==> src/rtl/state_dump_unit.sv <==
// rtl/state_dump_unit.sv - post-run readback engine streaming register file and memory as 32-bit records
//
// Stalls the processor, reads every register and then all of byte-wide
// memory, and emits one record per register followed by one record per
// 4-byte memory word (little-endian packed) over a valid/ready stream.
//
// Ports:
//   Clk, Reset        clock (rising edge), asynchronous active-low reset
//   Start             one-cycle pulse, accepted only in IDLE or DONE
//   Hold, Busy, Done  processor stall request (= Busy), dump active, dump finished
//   Reg_Addr/Reg_Data register-file read port, combinational data
//   Mem_Addr/Mem_Data memory byte read port, data one cycle after address
//   Dump_*            record stream: Valid/Ready handshake, Tag (0 reg, 1 mem),
//                     Addr (reg index or word byte address), Data, Last

module state_dump_unit #(
    parameter int NREGS     = 16,
    parameter int MEM_BYTES = 4096,
    parameter int MEM_AW    = 12
) (
    input  logic              Clk,
    input  logic              Reset,
    input  logic              Start,
    output logic              Hold,
    output logic              Busy,
    output logic              Done,
    output logic [3:0]        Reg_Addr,
    input  logic [31:0]       Reg_Data,
    output logic [MEM_AW-1:0] Mem_Addr,
    input  logic [7:0]        Mem_Data,
    output logic              Dump_Valid,
    input  logic              Dump_Ready,
    output logic              Dump_Tag,
    output logic [MEM_AW-1:0] Dump_Addr,
    output logic [31:0]       Dump_Data,
    output logic              Dump_Last
);

    typedef enum logic [2:0] {
        S_IDLE,
        S_REG,
        S_MEM_RD,
        S_MEM_OUT,
        S_DONE
    } state_t;

    localparam logic [3:0]        LAST_REG  = 4'(NREGS - 1);
    localparam logic [MEM_AW-1:0] LAST_BASE = MEM_AW'(MEM_BYTES - 4);
    localparam logic [MEM_AW-1:0] ONE       = MEM_AW'(1);
    localparam logic [MEM_AW-1:0] FOUR      = MEM_AW'(4);

    state_t            state;
    state_t            state_nxt;
    logic [2:0]        rd_cnt;
    logic [MEM_AW-1:0] base;
    logic              hs;

    assign hs   = Dump_Valid && Dump_Ready;
    assign Busy = (state == S_REG) || (state == S_MEM_RD) || (state == S_MEM_OUT);
    assign Hold = Busy;
    assign Done = (state == S_DONE);

    always_ff @(posedge Clk or negedge Reset) begin
        if (!Reset) begin
            state <= S_IDLE;
        end else begin
            state <= state_nxt;
        end
    end

    always_comb begin
        state_nxt = state;
        case (state)
            S_IDLE, S_DONE: if (Start) state_nxt = S_REG;
            S_REG:          if (hs && (Reg_Addr == LAST_REG)) state_nxt = S_MEM_RD;
            S_MEM_RD:       if (rd_cnt == 3'd4) state_nxt = S_MEM_OUT;
            S_MEM_OUT:      if (hs) state_nxt = Dump_Last ? S_DONE : S_MEM_RD;
            default:        state_nxt = S_IDLE;
        endcase
    end

    always_ff @(posedge Clk or negedge Reset) begin
        if (!Reset) begin
            Reg_Addr   <= '0;
            Mem_Addr   <= '0;
            base       <= '0;
            rd_cnt     <= '0;
            Dump_Valid <= 1'b0;
            Dump_Tag   <= 1'b0;
            Dump_Addr  <= '0;
            Dump_Data  <= '0;
            Dump_Last  <= 1'b0;
        end else begin
            case (state)
                S_IDLE, S_DONE: begin
                    if (Start) begin
                        Reg_Addr   <= '0;
                        Mem_Addr   <= '0;
                        base       <= '0;
                        rd_cnt     <= '0;
                        Dump_Valid <= 1'b0;
                        Dump_Last  <= 1'b0;
                    end
                end
                S_REG: begin
                    // Load on the cycle after each handshake, which gives one
                    // idle cycle between register records.
                    if (!Dump_Valid) begin
                        Dump_Data  <= Reg_Data;
                        Dump_Addr  <= {{(MEM_AW-4){1'b0}}, Reg_Addr};
                        Dump_Tag   <= 1'b0;
                        Dump_Last  <= 1'b0;
                        Dump_Valid <= 1'b1;
                    end else if (Dump_Ready) begin
                        Dump_Valid <= 1'b0;
                        if (Reg_Addr == LAST_REG) begin
                            base     <= '0;
                            Mem_Addr <= '0;
                            rd_cnt   <= '0;
                        end else begin
                            Reg_Addr <= Reg_Addr + 4'd1;
                        end
                    end
                end
                S_MEM_RD: begin
                    // rd_cnt 0..3 issue addresses base..base+3; data for the
                    // address issued at rd_cnt-1 arrives at rd_cnt 1..4. Shifting
                    // in from the top leaves the first byte in lane 0.
                    if (rd_cnt < 3'd3) Mem_Addr <= Mem_Addr + ONE;
                    if (rd_cnt != 3'd0) Dump_Data <= {Mem_Data, Dump_Data[31:8]};
                    if (rd_cnt == 3'd4) begin
                        rd_cnt     <= '0;
                        Dump_Valid <= 1'b1;
                        Dump_Tag   <= 1'b1;
                        Dump_Addr  <= base;
                        Dump_Last  <= (base == LAST_BASE);
                    end else begin
                        rd_cnt <= rd_cnt + 3'd1;
                    end
                end
                S_MEM_OUT: begin
                    if (Dump_Ready) begin
                        Dump_Valid <= 1'b0;
                        if (Dump_Last) begin
                            Dump_Last <= 1'b0;
                        end else begin
                            base     <= base + FOUR;
                            Mem_Addr <= base + FOUR;
                            rd_cnt   <= '0;
                        end
                    end
                end
                default: ;
            endcase
        end
    end

endmodule

==> config.mk <==
export PLATFORM = sky130hd
export DESIGN_NAME = state_dump_unit
export DESIGN_NICKNAME = d
export VERILOG_FILES = /design/src/rtl/state_dump_unit.sv
export SDC_FILE = /design/constraint.sdc
export NUM_CORES = 1
export LEC_CHECK = 0
export BUFFER_PORTS_ARGS = -buffer_cell sky130_fd_sc_hd__buf_4
export CORE_MARGIN = 3
export CORE_UTILIZATION = 55
export DETAILED_ROUTE_END_ITERATION = 10
export HOLD_SLACK_MARGIN = 0.12
export PLACE_DENSITY = 0.91
export REMOVE_ABC_BUFFERS = 1
export SLEW_MARGIN = 20
export SYNTH_ARGS = -nofsm -noshare
export SYNTH_HDL_FRONTEND = slang
export SYNTH_SLANG_ARGS = --single-unit
==> constraint.sdc <==
create_clock -name Clk -period 3.2 [get_ports Clk]
set_clock_uncertainty 0.05 [all_clocks]
set_input_delay 0.16 -clock Clk [delete_from_list [all_inputs] [get_ports Clk]]
set_output_delay 0.16 -clock Clk [all_outputs]
set_load 0.005 [all_outputs]
==> summary.txt <==
Run status
  – Run status: finished clean

Finish
  – ANT cells: 0
  – Share of cells above drive strength 1: 0.2380
  – Fillers: 477
  – Post-Route Utilization: 0.7718
  – Final Cell Area: 0.005658 sq mm
  – Nets: 671
  – Layout area overhead: 34.58%
  – Most common cell after layout, fill and taps aside: buf_4
  – Most frequent cells in the layout: buf_4 (114), nand2_1 (109), dfrtp_1 (78)

Synth
  – Top cell type's share of synthesized area: 0.4702
  – Yosys reg bits: 79
  – Mapped cell area: 0.004204 sq mm
  – Register area share after synthesis: 0.4702
  – Synth area leaders: dfrtp_1 (47%), nand2_1 (9.7%), a31oi_1 (5.7%)
  – Asr flop ratio synth: 1.000
  – Top FF cell, synth: dfrtp_1
  – EDFF count, synth: 0
  – Distinct cell type count after synthesis: 53
  – Synth area leader: dfrtp_1
  – Synth warn: 0
  – Syn Inst Count: 487
  – Avg Inst Size Synth: 8.633 sq um

Power
  – Int Pwr: 2.866 mW
  – Switching share of power: 0.3915
  – Total power: 4.710 mW
  – Sw Pwr: 1.844 mW
  – Power share of the combinational group: 0.446
  – Static leakage: 2.578 nW
  – Peak supply drop: 479.4 uV
  – Power per cell area: 832.5 mW/mm^2
  – Share of total power in the clock network: 0.193
  – Reg power frac: 0.361

Worst setup path
  – Critical Path Sink: Dump_Data[27]$_DFFE_PN0P_
  – Startpoint Class: flop
  – Worst Path Max Fanout: 64
  – Critical path cell sequence: nand2_1, a21oi_4, buf_4, nor2_1, a31oi_1, dlygate4sd3_1
  – Crit path depth: 6
  – Kind of critical path: reg2reg
  – R2R depth: 6
  – R2r startpoint: state[0]$_DFFE_PN0P_
  – Reg2reg setup slack: 0.50 ns
  – WP data arrival: 2.95 ns
  – Crit-path slowest cell: dfrtp_1
  – CP endpoint kind: flop
  – Setup crit start: state[0]$_DFFE_PN0P_
  – CP required: 3.45 ns
  – Buf/Inv on CP: 2
  – Terminus of the critical flop-to-flop path: Dump_Data[27]$_DFFE_PN0P_
  – Crit path largest cell delay: 0.80 ns
  – Cell family with most CP delay: buffers and inverters

Clocking
  – Clock slew at reported path FFs: 0.08 ns
  – Setup Fix Bufs, Post-CTS: 0
  – CTS Root Cell: clkbuf_8
  – Num CTS Buffers: 9
  – H-tree depth: 3
  – Later-pin clock latency in the skew report: 0.36 ns
  – Clock Sinks: 79
  – Max Root-Sink Buffers: 2
  – CTS tree: yes

Die
  – DIE WIDTH: 93.43 um
  – Row cnt: 31
  – Core footprint: 0.007331 sq mm
  – Initial core utilization: 0.5735
  – Top-Level Pins: 110
  – Die height: 93.43 um
  – Die footprint: 0.008729 sq mm

Timing
  – Slew Limit Fails: 0
  – Slew of the pin with the lowest slew margin: 0.9755 ns
  – Final setup viols: 0
  – Setup TNS Final: 0 ns
  – Fin crit period: 2.704 ns
  – Fin crit share: 0.8451
  – Slew headroom: 0.3497
  – Final Hold Fails: 0
  – Setup ws final: 0.4957 ns
  – FMAX: 369.8 MHz
  – RSZ-0062 raised after global routing: no

Routing
  – Via count: 4173
  – Total routed wirelength: 11540 um
  – Drt wl/cell: 15.92 um
  – Vias per std cell: 5.756
  – Routed Antenna Nets: 0
  – Number of DRC markers in iteration 0: 205
  – Residual DRC count: 0
  – Length of the first detailed-routing pass in iterations: 5

Place
  – Port Buffer Count: 109
  – RD Place Congestion: 0.9225
  – Setup Slack @ Placement: 0.7898 ns
  – DP Wirelength: 7175 um
  – Cell Area, Placed: 0.005002 sq mm

Hold path
  – Hold crit path type: in2reg

GRT
  – Vias in the first global route: 3935
  – First-pass GRT wire length: 18920 um
  – Global-route usage over all layers: 0.2705
  – Pin count of the biggest net entering global routing: 80
  – Remaining global-route overflow: 0
  – Initial antenna violation count: 0

Run
  – Max-cap viol count: 0
-- synth_stat cells, types with 2 or more instances --
master / count
xor2_1: 3
or4_1: 2
o31a_1: 3
and3_1: 2
xnor2_1: 4
a211oi_1: 2
inv_1: 8
nand2_1: 109
ha_1: 6
o21ai_1: 20
a21oi_1: 17
a22oi_1: 2
o21ai_0: 31
buf_2: 14
mux2_2: 3
nand3_1: 14
nand4_1: 3
nor4_1: 3
or3_1: 2
nor2_1: 61
mux2_4: 2
mux2i_1: 2
nor3_1: 6
clkbuf_1: 8
a22o_1: 3
and2_1: 2
a21o_1: 3
buf_6: 4
buf_4: 6
nand2b_1: 3
dfrtp_1: 79
a31oi_1: 38
o31ai_1: 2
-- tightest hold or removal path, stage by stage --
cell	delay, ns
buf_4	0.12
nor3b_2	0.18
nor2_1	0.10
-- sequential cells by signal (all words and copies together), names as in the netlist, 3 cells and up --
| signal | count |
|---|---|
| state | 3 |
| Mem_Addr | 12 |
| Dump_Data | 32 |
| rd_cnt | 3 |
| Reg_Addr | 4 |
| base | 10 |
| Dump_Addr | 12 |
-- kinds of logic after synthesis --
kind of cell / synth area share
muxes: 0.01994
buffers and inverters: 0.05238
and+or+nand+nor: 0.2310
xor gates and xnor gates: 0.01458
DFF: 0.4702
adders and majority gates: 0.01786
AOI/OAI and AO/OA: 0.1941
-- layer usage --
metal  vias to the layer above  track usage  part of all wire
li1                       1957            -                 -
met1                      2011       0.3631              0.41
met2                       180       0.4443              0.50
met3                        25      0.04103             0.072
met4                         0       0.1001             0.021
met5                         -            0                 0
-- metrics by stage --
step | hold WS [ns] | std cells
after global routing | 0.2286 | 725
after global placement | 0.3266 | 668
after detailed placement | 0.3360 | 668
after floorplan | -0.1856 | 455
final | 0.1945 | 725
after CTS | 0.1908 | 725
-- timing repair --
item                                   in CTS  in global routing
gates resized for setup                     0                  1
hold buffers                               41                  0
setup endpoints to repair                   0                  1
endpoints found under the hold margin     111                  0
-- power by group through the flow --
stage | registers [mW] | clock network, mW | logic [mW]
4_1_cts | 1.69 | 0.911 | 2.07
3_5_place_dp | 1.71 | 0 | 1.90
2_1_floorplan | 1.66 | 0 | 1.09
3_3_place_gp | 1.69 | 0 | 1.82
6_report | 1.70 | 0.907 | 2.10
5_1_grt | 1.75 | 0.956 | 2.34
-- worst min-delay path by stage --
stage / endpoint / depth (start not counted) / start
finish: Reg_Addr[3]$_DFFE_PN0P_ / 3 / Start
global route: Reg_Addr[3]$_DFFE_PN0P_ / 3 / Start
CTS: Reg_Addr[3]$_DFFE_PN0P_ / 3 / Start
detailed placement: Mem_Addr[0]$_DFFE_PN0P_ / 1 / Reset
global placement: Mem_Addr[0]$_DFFE_PN0P_ / 1 / Reset
floorplan: Dump_Addr[0]$_DFFE_PN0P_ / 0 / Reset
-- layout make-up --
| cell class | instances | area, sq um | area share |
|---|---|---|---|
| Inverter | 8 | 30.03 | 0.005307 |
| Clock inverter | 7 | 120.1 | 0.02123 |
| Clock buffer | 9 | 123.9 | 0.02189 |
| Sequential cell | 79 | 1978 | 0.3496 |
| Timing Repair Buffer | 155 | 1266 | 0.2238 |
| Multi-Input combinational cell | 368 | 2016 | 0.3563 |
| Tap cell | 99 | 123.9 | 0.02189 |
Note: power is estimated with default switching activity, not from simulation.
